==> config.mk <==
export PLATFORM = sky130hd
export DESIGN_NAME = fetch_stage
export DESIGN_NICKNAME = d
export VERILOG_FILES = /design/src/rtl/fetch_pkg.sv /design/src/rtl/if_id_reg.sv /design/src/rtl/fetch_stage.sv
export SDC_FILE = /design/constraint.sdc
export NUM_CORES = 1
export LEC_CHECK = 0
export CAP_MARGIN = 20
export CORE_UTILIZATION = 44
export DETAILED_ROUTE_END_ITERATION = 7
export PLACE_DENSITY = 0.8
export SLEW_MARGIN = 20
export SYNTH_ARGS = -nofsm -noshare
export SYNTH_HDL_FRONTEND = slang
export SYNTH_SLANG_ARGS = --single-unit
export TNS_END_PERCENT = 30
==> constraint.sdc <==
create_clock -name clk -period 5.08 [get_ports clk]
set_input_delay 1.524 -clock clk [delete_from_list [all_inputs] [get_ports clk]]
set_output_delay 1.524 -clock clk [all_outputs]
set_load 0.01 [all_outputs]
==> src/rtl/fetch_pkg.sv <==
// Shared fetch/decode constants: NOP encoding, HLT opcode and the fetch state encoding.
package fetch_pkg;

  localparam int ADDR_W_DEF = 16;

  localparam logic [15:0] NOP_INSTR = 16'h0000;
  localparam logic [3:0]  HLT_OP    = 4'hF;

  typedef enum logic {
    RUN    = 1'b0,
    HALTED = 1'b1
  } fetch_state_e;

  function automatic logic is_hlt(input logic [15:0] instr);
    return instr[15:12] == HLT_OP;
  endfunction

endpackage

==> src/rtl/if_id_reg.sv <==
// IF/ID pipeline register; clear takes priority over enable so a squash is never lost to a stall.
module if_id_reg
  import fetch_pkg::*;
#(
  parameter int ADDR_W = ADDR_W_DEF
) (
  input  logic              clk,
  input  logic              rst_n,
  input  logic              en,
  input  logic              clr,
  input  logic [15:0]       instr_in,
  input  logic [ADDR_W-1:0] pc_plus1_in,
  output logic [15:0]       instr_out,
  output logic [ADDR_W-1:0] pc_plus1_out,
  output logic              valid_out
);

  logic [15:0]       instr_d, instr_q;
  logic [ADDR_W-1:0] pc_plus1_d, pc_plus1_q;
  logic              valid_d, valid_q;

  always_comb begin
    instr_d    = instr_q;
    pc_plus1_d = pc_plus1_q;
    valid_d    = valid_q;
    if (clr) begin
      instr_d    = NOP_INSTR;
      pc_plus1_d = '0;
      valid_d    = 1'b0;
    end else if (en) begin
      instr_d    = instr_in;
      pc_plus1_d = pc_plus1_in;
      valid_d    = 1'b1;
    end
  end

  always_ff @(posedge clk or negedge rst_n) begin
    if (!rst_n) begin
      instr_q    <= NOP_INSTR;
      pc_plus1_q <= '0;
      valid_q    <= 1'b0;
    end else begin
      instr_q    <= instr_d;
      pc_plus1_q <= pc_plus1_d;
      valid_q    <= valid_d;
    end
  end

  assign instr_out    = instr_q;
  assign pc_plus1_out = pc_plus1_q;
  assign valid_out    = valid_q;

endmodule

==> src/rtl/fetch_stage.sv <==
// Instruction fetch: owns the PC, feeds the IF/ID register, handles stall/flush/redirect/halt.
//   state  | meaning
//   RUN    | fetching sequentially from pc
//   HALTED | HLT fetched; pc frozen at HLT address, bubbles into IF/ID
module fetch_stage
  import fetch_pkg::*;
#(
  parameter int                ADDR_W   = ADDR_W_DEF,
  parameter logic [ADDR_W-1:0] RESET_PC = '0
) (
  input  logic              clk,
  input  logic              rst_n,
  input  logic              stall,
  input  logic              flush,
  input  logic              br_taken,
  input  logic [ADDR_W-1:0] br_target,
  input  logic [15:0]       im_instr,
  output logic [ADDR_W-1:0] im_addr,
  output logic              im_rd_en,
  output logic [15:0]       instr_IF_ID,
  output logic [ADDR_W-1:0] pc_plus1_IF_ID,
  output logic              valid_IF_ID,
  output logic              halted
);

  fetch_state_e      state_d, state_q;
  logic [ADDR_W-1:0] pc_d, pc_q;
  logic [ADDR_W-1:0] pc_plus1;
  logic              reg_en, reg_clr;

  assign pc_plus1 = pc_q + ADDR_W'(1);

  always_comb begin
    pc_d    = pc_q;
    state_d = state_q;
    if (br_taken) begin
      pc_d    = br_target;
      state_d = RUN;
    end else if (flush || stall) begin
      // flush keeps pc so the squashed address is refetched
    end else if (state_q == RUN) begin
      if (is_hlt(im_instr)) state_d = HALTED;
      else                  pc_d    = pc_plus1;
    end
  end

  always_ff @(posedge clk or negedge rst_n) begin
    if (!rst_n) begin
      pc_q    <= RESET_PC;
      state_q <= RUN;
    end else begin
      pc_q    <= pc_d;
      state_q <= state_d;
    end
  end

  assign im_addr  = pc_q;
  assign halted   = (state_q == HALTED);
  assign im_rd_en = (state_q == RUN) & ~stall & ~br_taken;
  assign reg_en   = ~stall;
  assign reg_clr  = br_taken | flush | (halted & ~stall);

  if_id_reg #(.ADDR_W(ADDR_W)) u_if_id (
    .clk          (clk),
    .rst_n        (rst_n),
    .en           (reg_en),
    .clr          (reg_clr),
    .instr_in     (im_instr),
    .pc_plus1_in  (pc_plus1),
    .instr_out    (instr_IF_ID),
    .pc_plus1_out (pc_plus1_IF_ID),
    .valid_out    (valid_IF_ID)
  );

endmodule

Word-level counts from Yosys, hierarchy flattened
Index checks and enable logic that the tools add are counted.

Add/subtract/negate cells: 1. $mul: 0. Divide/modulo/power cells: 0. Magnitude comparators: 0. Equal/unequal tests: 5. Shifts and indexed selects: 0. Muxes and demuxes: 14. Bitwise gates (word level): 8. Reductions and logical operators: 2.

Operators with widths (number): $mux 16 (8); $add 16x1->16 const B (1); $mux 1 (6); $ne 2x2->1 const B (3); $eq 4x4->1 const B (1); $and 1x1->1 (3); $not 1->1 (3); $reduce_and 3->1 (1); $ne 2x1->1 const B (1); $or 1x1->1 (2); $logic_or 1x1->1 (1).

Bits in registers: 50. Latch bits: 0. RAM bits: 0. Bits in read-only memories: 0. Bits of input ports: 37. Memories: 0.

Logic depth before layout (Yosys ltp)
Depth after elaboration: 5. Gate-level depth with buffers: 7. Gate-level depth less buffers: 5.

Cells and area by module
A second synthesis with hierarchy kept.

Cells, all modules: 255. Area, all modules: 2603.7 µm².

Modules (own cells, without submodules): if_id_reg (instances 1, cells an instance 107, area an instance 1362.6 µm², seq. area each 825.8 µm²); fetch_stage (instances 1, cells an instance 148, area an instance 1241.2 µm², seq. area each 425.4 µm²).

Least setup slack after synthesis
OpenSTA, ideal clock, no wires.

Path type: input -> output. Start point: in br_taken. End point: out im_rd_en. Arrival time: 2.134 ns. Data required time: 3.556 ns. Setup slack: 1.422 ns. Cell stages on the path: 3. Cell sequence: buf_6 > clkbuf_1 > nor3_1.

Word-level cells in the longest chain between the ends: 2.

RTL lines: start: declaration (RTL line fetch_stage.sv:15) `input logic br_taken,`; $not 1->1 (RTL line fetch_stage.sv:59) `assign im_rd_en = (state_q == RUN) & ~stall & ~br_taken;`; $and 1x1->1 (RTL line fetch_stage.sv:59); end: declaration (RTL line fetch_stage.sv:19) `output logic im_rd_en,`.

Every way passes these cells.

Worst setup path after layout
Start point: in stall. End point: out im_rd_en.

Word-level cells in the longest chain between the ends: 3.

RTL lines: start: declaration (RTL line fetch_stage.sv:13) `input logic stall,`; $not 1->1 (RTL line fetch_stage.sv:59); $and 1x1->1 (2 in a row) (RTL line fetch_stage.sv:59).

Every way passes these cells.

==> flow_summary.ini <==
[timing]
drv_slew = 0
maxSlewHeadroom_pct = 59.10
finalSetupViolCount = 0
hold_viol_final = 0
worstMarginPinSlew_ns = 0.6136
fin_crit_sh_pct = 84.62
fmax_ghz = 0.2326
finalSetupTns_ns = 0
clock_skew_ns = 0.002900
fin_crit_ns = 4.298
rsz0062_at_grt = no

[global_route]
antenna_found_initial = 0
grt_overflow = 0
grt_pass1_wl_um = 9611
grt_max_degree = 51
grt_usage_pct = 23.09
first_global_vias = 1942

[route]
met1Wirelength_um = 2602
num_vias = 2015
drtPass1Iterations = 4
topRoutingLayerUsed = met4
wl_met2_um = 2974
ant_nets = 0
drt-total-wl_um = 5915
wl_met3_um = 289
wl_per_cell_um = 15.86
viasPerCell = 5.402
drc = 0
drt_iter0_drc = 110

[logic_synthesis]
synthCells = 222
synth-simple-area-share_pct = 16.44
avgSynthCellArea_um2 = 10.63
synthesis.nets = 260
synth_compound_area_share_pct = 19.72
synth_xor_area_share_pct = 5.938
yosysUniqueCellTypes = 41
synth-main-ff-cell = dfrtp_1
synthArstFlopShare_pct = 100.0
muxShareOfSynthArea_pct = 0
syn_area_um2 = 2360
synth_top_family_by_area = compound AO/OA/AOI/OAI gates
synth-seq-cells = 50
synth_edf_count = 0
yosysWarnings = 0
synthAdderAreaFrac_pct = 0.5302
seq_area_frac_synth_pct = 53.02

[cells_and_area]
drive_gt1_share_pct = 6.601
syn_to_final_growth_pct = 42.10
finalNetCount = 340
antenna_cells = 0
fin_cells = 373

[floorplan]
start_util_pct = 45.91
coreArea_um2 = 5140
die_y_um = 75.24
die_area_um2 = 5660
pin_count = 88
fp.dieW_um = 75.24
placementRows = 26

[worst_setup_path]
crit_type = in2out
cp.arrival_ns = 2.77
r2r_slack_ns = 2.99
worstPathRequired_ns = 3.56
reg2reg_depth = 5
start_kind = input port
end_kind = output pin
cp_max_fo = 7

[power_and_ir_drop]
intPower_uw = 660.1
max-vdd-ir-drop_mv = 0.1560
clockPowerShare_pct = 30.7
p_seq_share_pct = 51.0
p_leak_nw = 1.381
p_per_area_nw_per_um2 = 265.1
switching_share_pct = 25.73
p_switching_uw = 228.7
comb_power_share_pct = 18.3

[cts]
clock_latency_ns = 0.30
cts_root_buffer = clkbuf_8
post_cts_resized = 0
htree_levels = 2
clk_pin_slew_worst_paths_ns = 0.08
cts_setup_buffers = 0
cts_hold_buffers = 0
clock_path_buffers = 2
cts_buffers = 5
cts_sinks = 50
cts_tree = done

[outcome]
status = finished clean

[placed_design]
io_buffer_count = 87
gp_congestion = 0.8157
hpwl_um = 4379
dp.cells = 365

[job]
cap_violations = 0

[hold_path]
hold_path.class = reg2reg
holdPathStages = 2
[critical path, cell delays in order]
cell and delay, ns:
clkdlybuf4s50_1 0.52, nor3_1 0.17, clkdlybuf4s50_1 0.56
[cell usage after synthesis, drive strengths merged (6+ instances only)]
| cell | n | area share, % |
|---|---|---|
| a221o | 6 | 2.6 |
| a21o | 7 | 2.2 |
| o21ai | 22 | 4.7 |
| xor2 | 10 | 3.7 |
| xnor2 | 6 | 2.2 |
| buf | 7 | 2.4 |
| nor3 | 8 | 1.7 |
| dfrtp | 50 | 53 |
| a22o | 17 | 6.3 |
| nand3 | 9 | 2.1 |
| clkbuf | 9 | 1.4 |
| nand2 | 29 | 4.6 |
[stage by stage]
stage               total power, mW  worst slack, ns  util, %  hold slack (ns)  cell area, um^2
floorplan                    0.5255            1.422        -           0.5162             2360
global placement             0.6198           0.7938    63.10           0.4610             3243
detailed placement           0.6241           0.8017    63.10           0.4702             3243
CTS                          0.8943           0.7826    65.17           0.4896             3349
global route                 0.9317           0.6816    65.24           0.5126             3353
finish                       0.8888           0.7815    65.24           0.4838             3353
[final cells by class]
type,count,area [um^2]
timing repair buffer,90,890.9
multi-input combinational,154,1013
clock inverter,1,30.03
fill,454,1787
inverter,1,3.754
clock buffer,7,76.32
sequential,50,1251
tap,70,87.58
[state kept, by name, indices dropped and copies added (netlist names)]
| name | count |
|---|---|
| u_if_id.valid_out | 1 |
| halted | 1 |
| u_if_id.instr_out | 16 |
| im_addr | 16 |
| u_if_id.pc_plus1_out | 16 |
[placed cells by master (no fill, tap or decap), types with 2 or more instances in the layout]
cell type,instances
a22o_1,17
a22oi_1,3
xor2_1,10
nand4_1,4
nand2_1,29
clkbuf_1,2
clkbuf_8,5
xnor2_1,6
clkdlybuf4s50_1,86
nand3_1,8
buf_4,4
o21ai_0,21
and3_1,2
nor4_1,2
a21o_1,7
or4_4,3
nor3_1,8
dfrtp_1,50
nor2_1,5
o211ai_1,2
a21oi_1,3
a221o_1,5
[final timing paths]
path,start,to
min in group asynchronous,rst_n,u_if_id.instr_out[9]
min,u_if_id.pc_plus1_out[9],u_if_id.pc_plus1_out[9]
max reg2reg,im_addr[0],im_addr[12]
min reg2reg,u_if_id.pc_plus1_out[9],u_if_id.pc_plus1_out[9]
max in group asynchronous,rst_n,u_if_id.pc_plus1_out[10]
max,stall,im_rd_en
[power by group through the flow]
stage	combinational, mW	sequential (mW)	clock, mW
3_5_place_dp	0.163	0.461	0
4_1_cts	0.164	0.453	0.277
2_1_floorplan	0.0655	0.460	0
5_1_grt	0.178	0.458	0.296
6_report	0.162	0.454	0.273
3_3_place_gp	0.160	0.460	0
[routing by layer]
layer / up-vias / track usage (%)
met3: 4 / 4.819
met2: 59 / 38.64
met4: 0 / 5.556
li1: 974 / -
met5: - / 0
met1: 978 / 30.97
[cells by family (layout without fill, tap and decap cells)]
family          after synthesis  after routing
buf+inv                      18             99
fa+ha+maj                     1              1
flops                        50             50
compound gates               65             65
xor+xnor                     16             16
simple gates                 72             72
Note: power is estimated with default switching activity, not from simulation.
==> RTL edit 1, RTL diff (same flow settings) <==
The package constant `ADDR_W_DEF` goes from 16 to 18.
--- a/src/rtl/fetch_pkg.sv
+++ b/src/rtl/fetch_pkg.sv
@@ -3,3 +3,3 @@
 
-  localparam int ADDR_W_DEF = 16;
+  localparam int ADDR_W_DEF = 18;
 
Interface: changed (resized br_target, im_addr and pc_plus1_IF_ID); port bits go from 88 to 94. The function was not compared with the original's and may differ.
==> RTL edit 1 against the unedited design <==
Sequential power rose by 7.0%. Setup slack got worse by 65 ps. Area after synthesis rose by 12%. Synthesized cell count rose by 22%. Final area rose by 11%. Sequential cell count rose by 4. First-iteration DRC count rose by 85%. Power rose by 7.3%. Routed wire length rose by 19%. Critical path depth did not move. Critical endpoint unchanged.
==> RTL edit 1: results (changes against the unedited design) <==
- Number of CTS-inserted buffers: 5 (unchanged)
- Peak VDD IR: 0.124 mV (was 0.156 mV)
- Largest net degree at the start of global routing: 55 (was 51)
- Mux cell area share after synthesis: 0.378% (was 0%)
- Library cells used by synthesis: 46 (was 41)
- DP Cell Count: 420 (was 365)
- Clock slew seen by the registers of the worst setup and hold paths: 90 ps
- Synth top area cells: dfrtp_1, a22o_1, nand2_1 (unchanged)
- Worst-path fanout max: 8 (was 7)
- Layout cells sized above 1: 5.62% (was 6.60%)
- DP Wirelength: 4940 um (was 4380 um)
- Area post-placement: 3630 um^2 (was 3240 um^2)
- Post-synthesis sequential area ratio: 51.0% (was 53.0%)
- Skew final: 7.30 ps (was 2.90 ps)
- RR Startpoint: im_addr[0] (unchanged)
- Int Power: 0.697 mW (was 0.660 mW)
- Synth Area in XOR/XNOR: 5.29% (was 5.94%)
- Min-Delay Endpoint: u_if_id.pc_plus1_out[5] (was u_if_id.pc_plus1_out[9])
- CP delay by family, top: buffers and inverters (unchanged)
- Vias after detailed routing: 2486 (was 2015)
- Avg WL per Cell: 16.4 um (was 15.9 um)
- H-tree Lvls: 2 (unchanged)
- Synth Area in Compound Gates: 17.5% (was 19.7%)
- DP Worst Slack: 721 ps (was 802 ps)
- Final Non-Filler Cells: 428 (was 373)
- Post-Synth Adder-Cell Area: 0.472% (was 0.530%)
- Critical path origin: stall (unchanged)
- Nets: 395 (was 340)
- Routability cong.: 0.778 (was 0.816)
- Vias in the first global route: 2311 (was 1942)
- CP peak stage delay: 570 ps
- Max clock buf depth: 2 (unchanged)
- Hold_sp: u_if_id.pc_plus1_out[5] (was u_if_id.pc_plus1_out[9])
- WHS Path Cells: 2 (unchanged)
- Post-synth top flop: dfrtp_1 (unchanged)
- Critical Path Slowest Stage Cell: clkdlybuf4s50_1 (unchanged)
- Core area: 5640 um^2 (was 5140 um^2)
- Ant diodes: 0 (unchanged)
- Arrival time at the worst endpoint: 2840 ps (was 2770 ps)
- Tot GR Track Use: 22.4% (was 23.1%)
- DRT iter0 DRCs: 203 (was 110)
- TNS Setup: 0 ps (unchanged)
- Syn Nets: 310 (was 260)
- Synth cell count leaders: dfrtp_1, nand2_1, o21ai_0 (unchanged)
- R2R Path End: im_addr[10] (was im_addr[12])
- Status: completed (unchanged)
- First-pass GRT wire length: 11100 um (was 9610 um)
- Hold crit path type: reg2reg (unchanged)
- IO Port Bufs: 93 (was 87)
- Worst rel slew slack: 48.2% (was 59.1%)
- Leakage: 1.50 nW (was 1.38 nW)
- # Post-CTS Setup Buffers: 0 (unchanged)
- Syn Inst Count: 270 (was 222)
- Worst R2R Setup Slack: 2920 ps (was 2990 ps)
- Synthesis warning total: 0 (unchanged)
- Initial antenna violation count: 0 (unchanged)
==> RTL edit 1: cell count changes after synthesis, sizes merged, moves of 5 or more <==
cell,unedited run,this run
a31oi,0,7
a21o,7,0
nor2,5,17
nand3,9,14
nand2,29,36
clkbuf,9,14
==> RTL edit 1: final cells by class <==
| type | count | area [um^2] |
|---|---|---|
| inverter | 4 | 15.0 |
| clock inverter | 2 | 37.5 |
| fill | 456 | 1900 |
| sequential | 54 | 1350 |
| tap | 72 | 90.1 |
| clock buffer | 6 | 72.6 |
| timing repair buffer | 97 | 956 |
| multi-input combinational | 193 | 1220 |
==> RTL edit 1: tightest hold or removal path, cell delays in order, from the launching register on <==
cell and delay [ps]:
dfrtp_1 350, nand2_1 50, o21ai_0 60
==> RTL edit 1: how the worst max path moves through the flow <==
stage                    end  slack (ps)  cells past startpoint
floorplan           im_rd_en        1370                      3
global placement    im_rd_en         770                      3
detailed placement  im_rd_en         720                      3
CTS                 im_rd_en         720                      3
global route        im_rd_en         670                      3
finish              im_rd_en         720                      3
==> RTL edit 1: metrics by stage <==
step                utilization, %  total power, mW  hold WS (ps)
global route                  66.3            0.994           515
detailed placement            64.3            0.670           471
floorplan                        -            0.561           516
CTS                           66.3            0.955           495
finish                        66.3            0.953           488
global placement              64.3            0.666           461
==> RTL edit 1: power groups by stage <==
stage / Combinational, mW / Clock (mW) / Sequential (mW)
CTS: 0.178 / 0.292 / 0.485
finish: 0.177 / 0.290 / 0.486
detailed placement: 0.177 / 0 / 0.493
global placement: 0.174 / 0 / 0.492
floorplan: 0.0669 / 0 / 0.495
global route: 0.191 / 0.313 / 0.490
==> RTL edit 1: kinds of logic after synthesis <==
| logic type | after synthesis |
|---|---|
| compound gates | 64 |
| xor+xnor | 16 |
| fa+ha+maj | 1 |
| buf+inv | 23 |
| flops | 54 |
| mux | 1 |
| simple gates | 111 |
==> RTL edit 1: routing by layer <==
layer | routed length, um | GRT usage, % | up-vias
met5 | 0 | 0 | -
met2 | 3230 | 36.0 | 110
met3 | 530 | 5.26 | 8
met1 | 3200 | 30.6 | 1206
met4 | 67 | 5.27 | 0
li1 | - | - | 1162
==> RTL edit 2, RTL diff (config.mk and constraints unchanged) <==
Made on the original files. Make the reset (`rst_n`) synchronous in 2 clocked blocks.
--- a/src/rtl/if_id_reg.sv
+++ b/src/rtl/if_id_reg.sv
@@ -36,3 +36,3 @@
 
-  always_ff @(posedge clk or negedge rst_n) begin
+  always_ff @(posedge clk) begin
     if (!rst_n) begin
--- a/src/rtl/fetch_stage.sv
+++ b/src/rtl/fetch_stage.sv
@@ -46,3 +46,3 @@
 
-  always_ff @(posedge clk or negedge rst_n) begin
+  always_ff @(posedge clk) begin
     if (!rst_n) begin
Function: differs if rst_n is asserted again (counterexample within 4 cycles, from zero or initial values and one cycle with rst_n low); with rst_n held inactive, the same outputs for 10 cycles.
==> RTL edit 2 against the unedited design <==
Critical path type unchanged. Routed wire length is 6.9% lower. Count of clock-buffer cells in the layout is 1 lower. Synthesized cell count is 18% higher. Power is 7.1% lower. Sequential cell count stayed put. Register-to-register slack better by 40 ps. Final area is 3.4% lower. Clock skew is 7.2 ps higher. Setup slack better by 66 ps. Largest power group unchanged. Area after synthesis is 5.4% lower.
==> RTL edit 2: results (changes against the unedited design) <==
- IO Port Bufs: 87 (unchanged)
- Fin. max-slew vios: 0 (unchanged)
- Root buf cell: clkbuf_8 (unchanged)
- Number of CTS-inserted buffers: 5 (unchanged)
- M1 WL: 2460 um (was 2600 um)
- Post-synthesis sequential area ratio: 44.8% (was 53.0%)
- Post-synth top flop: dfxtp_1 (was dfrtp_1)
- Cts repair resizes: 0 (unchanged)
- Worst-path fanout max: 2 (was 7)
- Clock slew seen by the registers of the worst setup and hold paths: 90 ps
- Synthesis warning total: 0 (unchanged)
- Area post-placement: 3130 um^2 (was 3240 um^2)
- Fin. Hold Viols: 0 (unchanged)
- RR Startpoint: im_addr[0] (unchanged)
- Nets: 381 (was 340)
- Synth top area cells: dfxtp_1, mux2i_1, nor2_1 (was dfrtp_1, a22o_1, nand2_1)
- Uppermost layer routed: met4 (unchanged)
- Vias after detailed routing: 2048 (was 2015)
- Ant diodes: 0 (unchanged)
- Layout cells sized above 1: 4.36% (was 6.60%)
- Syn Nets: 300 (was 260)
- Hold crit path type: reg2reg (unchanged)
- Skew final: 10.1 ps (was 2.90 ps)
- DR pass1 iterations: 4 (unchanged)
- Critical path origin: br_taken (was stall)
- Routability cong.: 0.931 (was 0.816)
- Status: completed (unchanged)
- Leakage: 1.18 nW (was 1.38 nW)
- # Post-CTS Setup Buffers: 0 (unchanged)
- Max clock buf depth: 2 (unchanged)
- Tot GR Track Use: 21.2% (was 23.1%)
- Initial antenna violation count: 0 (unchanged)
- Hold_sp: u_if_id.valid_out (was u_if_id.pc_plus1_out[9])
- Final Setup Violations: 0 (unchanged)
- First-pass GRT wire length: 8700 um (was 9610 um)
- Met3 WL: 277 um (was 289 um)
- Clk_lat worst skew: 300 ps (about the same)
- Synth cell count leaders: dfxtp_1, nor2_1, a21oi_1 (was dfrtp_1, nand2_1, o21ai_0)
- Avg WL per Cell: 13.4 um (was 15.9 um)
- Peak VDD IR: 0.163 mV (was 0.156 mV)
- H-tree Lvls: 2 (unchanged)
- Library cells used by synthesis: 33 (was 41)
- Routed Antenna Nets: 0 (unchanged)
- DRT iter0 DRCs: 95 (was 110)
- Largest net degree at the start of global routing: 35 (was 51)
- FFs w/ async S/R, synth: 0% (was 100%)
- Arrival time at the worst endpoint: 2710 ps (was 2770 ps)
- Met2 wire length: 2630 um (was 2970 um)
- DP Wirelength: 4000 um (was 4380 um)
- Vias in the first global route: 1820 (was 1942)
- Worst rel slew slack: 29.5% (was 59.1%)
==> RTL edit 2: final cells by class <==
class / count / area, um^2
clock buffers: 6 / 72.6
clock inverters: 2 / 37.5
fillers: 430 / 1580
inverters: 7 / 26.3
multi-input cells: 190 / 1130
flip-flops and latches: 50 / 1000
well taps: 67 / 83.8
repair buffers: 89 / 886
==> RTL edit 2: metal layers <==
| layer | GRT usage [%] | up-vias |
|---|---|---|
| met5 | 0 | - |
| met4 | 9.59 | 0 |
| met3 | 4.56 | 11 |
| met2 | 33.7 | 70 |
| met1 | 27.5 | 913 |
| li1 | - | 1054 |
==> RTL edit 2: final timing paths <==
| check | end | slack (ps) | cells past startpoint |
|---|---|---|---|
| min reg2reg | u_if_id.valid_out | 460 | 2 |
| min | u_if_id.valid_out | 460 | 2 |
| max reg2reg | im_addr[12] | 3030 | 6 |
| max | im_rd_en | 850 | 3 |
==> RTL edit 2: logic make-up after synthesis <==
family,count (synthesis),share of synthesized area (%)
XOR/XNOR,22,8.63
buffers and inverters,22,4.48
adder cells (fa/ha/maj),1,0.560
AO/OA/AOI/OAI,52,13.0
multiplexers,21,9.41
flip-flops,50,44.8
AND/OR/NAND/NOR,94,19.1
==> RTL edit 2: stage by stage <==
step	util (%)	std cells	worst slack (ps)	hold WS, ps
2_1_floorplan	-	262	1350	474
3_3_place_gp	65.0	403	876	436
3_5_place_dp	65.0	403	858	453
4_1_cts	67.2	411	854	467
5_1_grt	67.2	411	810	480
6_report	67.2	411	847	458
==> RTL edit 2: critical path: stages <==
cell             delay [ps]
clkdlybuf4s50_1         470
nor3_1                  150
clkdlybuf4s50_1         560
==> RTL edit 2: report_power, final <==
group	internal, mW	switching [mW]
Sequential	0.405	0.0156
Clock	0.147	0.132
Combinational	0.0718	0.0542
